===== config.mk =====
export PLATFORM = sky130hd
export DESIGN_NAME = fbrc_down_timer_flat
export DESIGN_NICKNAME = d
export VERILOG_FILES = /design/src/rtl/fbrc_down_timer_if.sv /design/src/rtl/fbrc_down_timer.sv /design/src/flat_wrapper.sv
export SDC_FILE = /design/constraint.sdc
export NUM_CORES = 1
export LEC_CHECK = 0
export ABC_AREA = 1
export BUFFER_PORTS_ARGS = -buffer_cell sky130_fd_sc_hd__buf_2
export CAP_MARGIN = 20
export CORE_UTILIZATION = 50
export CTS_CLUSTER_SIZE = 14
export DETAILED_ROUTE_END_ITERATION = 12
export PLACE_DENSITY = 0.79
export SYNTH_ARGS = -nofsm -noshare
export SYNTH_HDL_FRONTEND = slang
export SYNTH_SLANG_ARGS = --single-unit

===== constraint.sdc =====
create_clock -name clk -period 1.6 [get_ports clk]
set_input_delay 0 -clock clk [delete_from_list [all_inputs] [get_ports clk]]
set_output_delay 0 -clock clk [all_outputs]
set_load 0.02 [all_outputs]

===== src/rtl/fbrc_down_timer_if.sv =====
// Control/status bundle for fbrc_down_timer: load/count controls in, count and status flags out.
interface fbrc_down_timer_if #(
  parameter int WIDTH = 4
);
  logic             load;
  logic [WIDTH-1:0] din;
  logic             en;
  logic             auto_reload;
  logic [WIDTH-1:0] q;
  logic             tc;
  logic             busy;
  logic             done;

  modport master (
    output load, din, en, auto_reload,
    input  q, tc, busy, done
  );

  modport slave (
    input  load, din, en, auto_reload,
    output q, tc, busy, done
  );
endinterface


===== src/rtl/fbrc_down_timer.sv =====
// Loadable down counter/timer: counts to a one-cycle terminal pulse, then stops (DONE) or
// auto-reloads from the last loaded value.
module fbrc_down_timer #(
  parameter int WIDTH = 4
) (
  input  logic           clk,
  input  logic           reset,
  fbrc_down_timer_if.slave bus
);

  typedef enum logic [1:0] {
    IDLE = 2'd0,
    RUN  = 2'd1,
    DONE = 2'd2
  } state_t;

  localparam logic [WIDTH-1:0] ONE = WIDTH'(1);

  state_t           state;
  logic [WIDTH-1:0] q;
  logic [WIDTH-1:0] rld;
  logic             tc;
  logic             busy;
  logic             done;

  always_ff @(posedge clk or negedge reset) begin
    if (!reset) begin
      state <= IDLE;
      q     <= '0;
      rld   <= '0;
      tc    <= 1'b0;
      busy  <= 1'b0;
      done  <= 1'b0;
    end else begin
      tc <= 1'b0;
      if (bus.load) begin
        // A zero load parks the timer in IDLE so RUN never holds q == 0.
        q    <= bus.din;
        rld  <= bus.din;
        done <= 1'b0;
        if (bus.din != '0) begin
          state <= RUN;
          busy  <= 1'b1;
        end else begin
          state <= IDLE;
          busy  <= 1'b0;
        end
      end else begin
        case (state)
          RUN: begin
            if (bus.en) begin
              if (q > ONE) begin
                q <= q - ONE;
              end else begin
                tc <= 1'b1;
                if (bus.auto_reload) begin
                  q <= rld;
                end else begin
                  q     <= '0;
                  state <= DONE;
                  busy  <= 1'b0;
                  done  <= 1'b1;
                end
              end
            end
          end
          DONE: begin
            q <= '0;
          end
          default: begin
            q <= q;
          end
        endcase
      end
    end
  end

  assign bus.q    = q;
  assign bus.tc   = tc;
  assign bus.busy = busy;
  assign bus.done = done;

endmodule


===== src/flat_wrapper.sv =====
// flat-port wrapper written by rule: the top's interface ports become plain ports
module fbrc_down_timer_flat 
#(
  parameter int WIDTH = 4
)
  (clk, reset, bus_load, bus_din, bus_en, bus_auto_reload, bus_q, bus_tc, bus_busy, bus_done);
  fbrc_down_timer_if #(.WIDTH(WIDTH)) bus_i ();
  input  logic clk;
  input  logic reset;
  input wire logic [$bits(bus_i.load)-1:0] bus_load;
  input wire logic [$bits(bus_i.din)-1:0] bus_din;
  input wire logic [$bits(bus_i.en)-1:0] bus_en;
  input wire logic [$bits(bus_i.auto_reload)-1:0] bus_auto_reload;
  output wire logic [$bits(bus_i.q)-1:0] bus_q;
  output wire logic [$bits(bus_i.tc)-1:0] bus_tc;
  output wire logic [$bits(bus_i.busy)-1:0] bus_busy;
  output wire logic [$bits(bus_i.done)-1:0] bus_done;
  assign bus_i.load = bus_load;
  assign bus_i.din = bus_din;
  assign bus_i.en = bus_en;
  assign bus_i.auto_reload = bus_auto_reload;
  assign bus_q = bus_i.q;
  assign bus_tc = bus_i.tc;
  assign bus_busy = bus_i.busy;
  assign bus_done = bus_i.done;
  fbrc_down_timer #(.WIDTH(WIDTH)) u_core (.clk(clk), .reset(reset), .bus(bus_i));
endmodule

# Yosys cells after proc, flatten, opt, wreduce, memory -nomap -nowiden
# Cells that the tools add are included.
# totals
romBits,0
ram_bits,0
input_bits,9
word_cells,45
latchBits,0
output_inout_bits,7
regBits,13
memories,0
# classes
n_div,0
n_reduce_logical,6
shifts,0
bitwise,0
n_addsub,1
multipliers,0
n_eq_ne,5
order_cmp,1
mux,26
# ops
op,count
two-way mux 1 bit,16
two-way mux 4 bit,4
two-way mux 2 bit,5
one-hot mux 4 bit (2 select lines),1
greater-than comparator 4 x 1 -> 1 bit (second input constant),1
!= test 2 bit (second input constant),2
AND reduction 4 bit,1
nonzero test 2 bit,2
nonzero test 4 bit,1
subtractor 4 x 1 -> 4 bit (second input constant),1
!= test 3 bit (second input constant),1
nonzero test 3 bit,1
== test 2 x 1 -> 1 bit (second input constant),1
== test 2 bit (second input constant),1
AND reduction 2 bit,1

# Logic depth before layout (Yosys ltp)
# depth
word_depth,5
ltp_mapped,8
ltp_nobuf,8

# Worst setup path before layout
# No wires, ideal clock.
# synth_timing
kind,flip-flop to flip-flop
start,"register u_core.q[0], in the netlist u_core.bus.q[0]"
end,"register u_core.q[3], in the netlist u_core.bus.q[3]"
required_ps,1480
path_stages_with_launch,7
setup_time_ps,120
path_buffers,0
period_less_slack_ps,1429
slack_ps,171
t_arrival_ps,1309
cell_sequence,dfrtp_1 -> inv_1 -> ha_1 -> o21ai_0 -> nand3_1 -> nand3_1 -> a21oi_2
# synth_via
elab_chain_len,5
word_cells_on_any_way,6
cone_classes,add/sub (1); order compare (1); mux (4)
# synth_rtl
item,line,source
from (decl),fbrc_down_timer.sv:20,logic [WIDTH-1:0] q;
from (signal assigned),fbrc_down_timer.sv:38,q <= bus.din;
from (signal assigned),fbrc_down_timer.sv:53,q <= q - ONE;
from (signal assigned),fbrc_down_timer.sv:57,q <= rld;
subtractor 4 x 1 -> 4 bit / greater-than comparator 4 x 1 -> 1 bit (equally long branches),"fbrc_down_timer.sv:53, fbrc_down_timer.sv:52",
two-way mux 4 bit *,fbrc_down_timer.sv:52,if (q > ONE) begin
two-way mux 4 bit *,fbrc_down_timer.sv:51,if (bus.en) begin
one-hot mux 4 bit (2 select lines) *,fbrc_down_timer.sv:49,case (state)
two-way mux 4 bit *,fbrc_down_timer.sv:36,if (bus.load) begin
# Every way passes the cells marked *; elsewhere a longest branch is shown, timed or not. The select of a mux whose other input is x is not followed.
# A chain may end at the register's enable or synchronous reset.

# Worst setup path after layout
# layout_timing
start,"register u_core.q[0], in the netlist u_core.bus.q[0]"
end,"register u_core.busy, in the netlist u_core.bus.busy"
# layout_via
elab_chain_len,3
# layout_rtl
item,line,source
greater-than comparator 4 x 1 -> 1 bit,fbrc_down_timer.sv:52,
!= test 2 bit (no source line),--,
AND reduction 4 bit (no source line),--,
to (signal assigned),fbrc_down_timer.sv:43,busy <= 1'b1;
to (signal assigned),fbrc_down_timer.sv:46,busy <= 1'b0;
to (signal assigned),fbrc_down_timer.sv:61,busy <= 1'b0;
to (decl),fbrc_down_timer.sv:23,logic busy;
# Every way passes these cells.

==> summary.txt <==
result of the run - finished clean
aggregate negative setup slack - 0 ps
crit start category - register
worst-case vdd ir drop - 0.000591 V
met1 track utilization from global routing - 29.6%
post-detailed-route via-to-cell ratio - 5.05
total via count after detailed routing - 657
Global Route met3 Usage - 5.68%
maximum number of buffers from clock root to sink - 2
P per Cell Area - 1190 mW/mm2
DIE AREA - 0.00158 mm2
number of unique standard cell types used by synthesis - 21
Core Region - 0.00132 mm2
number of nets with antenna violations after detailed routing - 0
worst relative slew slack - 82.4%
io pins - 16
Worst Reg2Reg Path Length in Cells - 7
clock transition at the registers of the reported paths - 80 ps
first-pass GRT wire length - 2.39 mm
remaining design rule violation count - 0
total area of multi-input combinational cells - 385 um2
unrepaired setup endpoints after global routing - no
drt initial violations - 14
flop and latch count out of synthesis - 11
layer carrying the most global-route usage - met2
TritonCTS sink count - 11
syn avg cell area - 7.94 um2
worst slew pin tran - 263 ps
pin count of the biggest net entering global routing - 12
cell count after synthesis - 90
mean routed wirelength per cell - 11.6 um
worst reg2reg path endpoint - u_core.bus.busy
grt met2 use - 38.1%
Setup Fix Bufs, Post-CTS - 0
category of the critical setup timing path - reg2reg
data required time of the critical path - 1750 ps
number of endpoints failing setup at the final stage - 0
worst setup skew after layout - 4.93 ps
total nets after synthesis - 101
wirelength, routed - 1.50 mm
min-delay worst type - in2reg
cell area after synthesis - 714 um2
number of placement rows - 13
total global routing track utilization - 23.7%
Inserted Clock Buffers - 3
CP arrival - 1570 ps
aggregate global routing overflow - 0
part of the cycle the worst path needs - 88.3%
Worst Hold Margin - 101 ps
placement-stage cell area - 808 um2
worst reg2reg path startpoint - u_core.bus.q[0]
Clk Latency, worst-skew pair - 280 ps
Net count, final - 127
max capacitance violation total - 0
# H-tree levels - 1
fraction of layout instances using a drive strength above 1 - 32.2%
overall die height - 39.8 um
antenna violations before repair - 0
critical-path maximum fanout - 8
Routability Congestion - 0.809
count of final max-slew check failures - 0
Register-to-Register Setup Slack - 190 ps
total iterations of the first detailed-routing run - 5
PortBufs - 15
Cells on Worst Hold Path - 3
time the final worst path needs with I/O delays and setup - 1410 ps
layout-stage area growth over the synthesis result - 25.7%
highest achievable clock rate - 0.708 GHz
standby leakage power - 0.480 nW
Starting Density - 54.2%
post-detailed-placement half-perimeter wirelength - 1.10 mm
endpoint with the worst hold slack - u_core.bus.tc
total inserted antenna cells - 0
die outline width - 39.8 um
FF+latch area - 275 um2
crit path capture type - register
vias in the first global route - 568
hold_sp - bus_en
Finished Core Util - 68.2%
Seq/Total Area, Yosys - 38.5%
fill cell count - 106
root buffer selected by CTS - clkbuf_4
worst setup path startpoint - u_core.bus.q[0]
summed area of non-filler cells in the final layout - 898 um2
final number of hold-violating endpoints - 0
clock tree from TritonCTS - built
number of warnings reported in the yosys synthesis log - 0
## timing repair
| item | in CTS | in global routing |
|---|---|---|
| resized for setup | 0 | 1 |
| endpoints found under the setup margin | 0 | 1 |
| hold endpoints to repair | 16 | 0 |
| hold buffers | 6 | 0 |
## flip-flops by register name, indices dropped and copies added (netlist names)
name             flops
u_core.bus.busy      1
u_core.bus.q         4
u_core.bus.tc        1
u_core.rld           4
u_core.state         1
## report_power, final
part / internal [W] / switching (W) / leakage, nW
clock network: 0.0000927 / 0.000104 / 0.0177
registers: 0.000330 / 0.0000649 / 0.131
logic: 0.000183 / 0.000292 / 0.332
total: 0.000606 / 0.000462 / 0.480
## cells in the final DEF (no fill, tap or decap), types with 2 or more instances in the layout
cell type / n
a21oi_2: 4
nor2_1: 10
nand3_1: 6
nor2_4: 4
buf_2: 15
inv_1: 10
dlygate4sd3_1: 6
nand2_1: 25
dfrtp_1: 11
clkbuf_4: 3
o211ai_1: 4
inv_2: 2
nand2_2: 2
## metrics by stage
stage          worst slack, ps  cells  power [W]
6_report                   187    130    0.00107
5_1_grt                   75.1    130    0.00116
4_1_cts                    171    130    0.00106
3_5_place_dp               182    120   0.000859
3_3_place_gp               192    120   0.000853
2_1_floorplan              171     90   0.000744
## logic make-up (layout without fill, tap and decap cells)
kind of cell | count (synthesis) | count (layout) | synth area share [%]
and+or+nand+nor | 53 | 53 | 38.9
buffers and inverters | 13 | 38 | 7.88
AOI/OAI and AO/OA | 11 | 11 | 11.2
DFF | 11 | 11 | 38.5
adders and majority gates | 2 | 2 | 3.50
## critical path, stage by stage (launching register included)
cell and delay [ps]:
dfrtp_1 420, inv_1 110, ha_2 250, o21ai_0 130
nor2_1 120, nand2_1 100, nand3_1 80, nand2_1 70
## cells in the mapped netlist, drive strengths merged
library cell / number / share of area (%)
nand2: 29 / 19
nor2: 15 / 12
inv: 13 / 7.9
dfrtp: 11 / 39
nand3: 7 / 5.6
a21oi: 5 / 5.6
o211ai: 4 / 4.2
ha: 2 / 3.5
o21ai: 2 / 1.4
nor3: 1 / 0.70
nor4: 1 / 0.88
## worst max-delay path by stage
stage / to / slack, ps / depth (start not counted)
after detailed placement: u_core.bus.busy / 180 / 7
after global routing: u_core.bus.busy / 80 / 7
after global placement: u_core.bus.busy / 190 / 7
after floorplan: u_core.bus.q[3] / 170 / 6
final: u_core.bus.busy / 190 / 7
after CTS: u_core.bus.busy / 170 / 7
## final cells by class
class | count | area share, %
Multi-Input combinational cell | 66 | 42.9
Sequential cell | 11 | 30.6
Timing Repair Buffer | 21 | 15.0
Inverter | 13 | 6.27
Clock buffer | 3 | 2.51
Tap cell | 15 | 2.09
Clock inverter | 1 | 0.557
## routing by layer
| metal | wire, um | share of wire [%] | vias to the layer above |
|---|---|---|---|
| met5 | 0 | 0 | - |
| met4 | 22 | 1.5 | 0 |
| met3 | 51 | 3.4 | 4 |
| met2 | 757 | 50 | 21 |
| met1 | 672 | 45 | 296 |
| li1 | - | - | 336 |
Note: power is estimated with default switching activity, not from simulation.
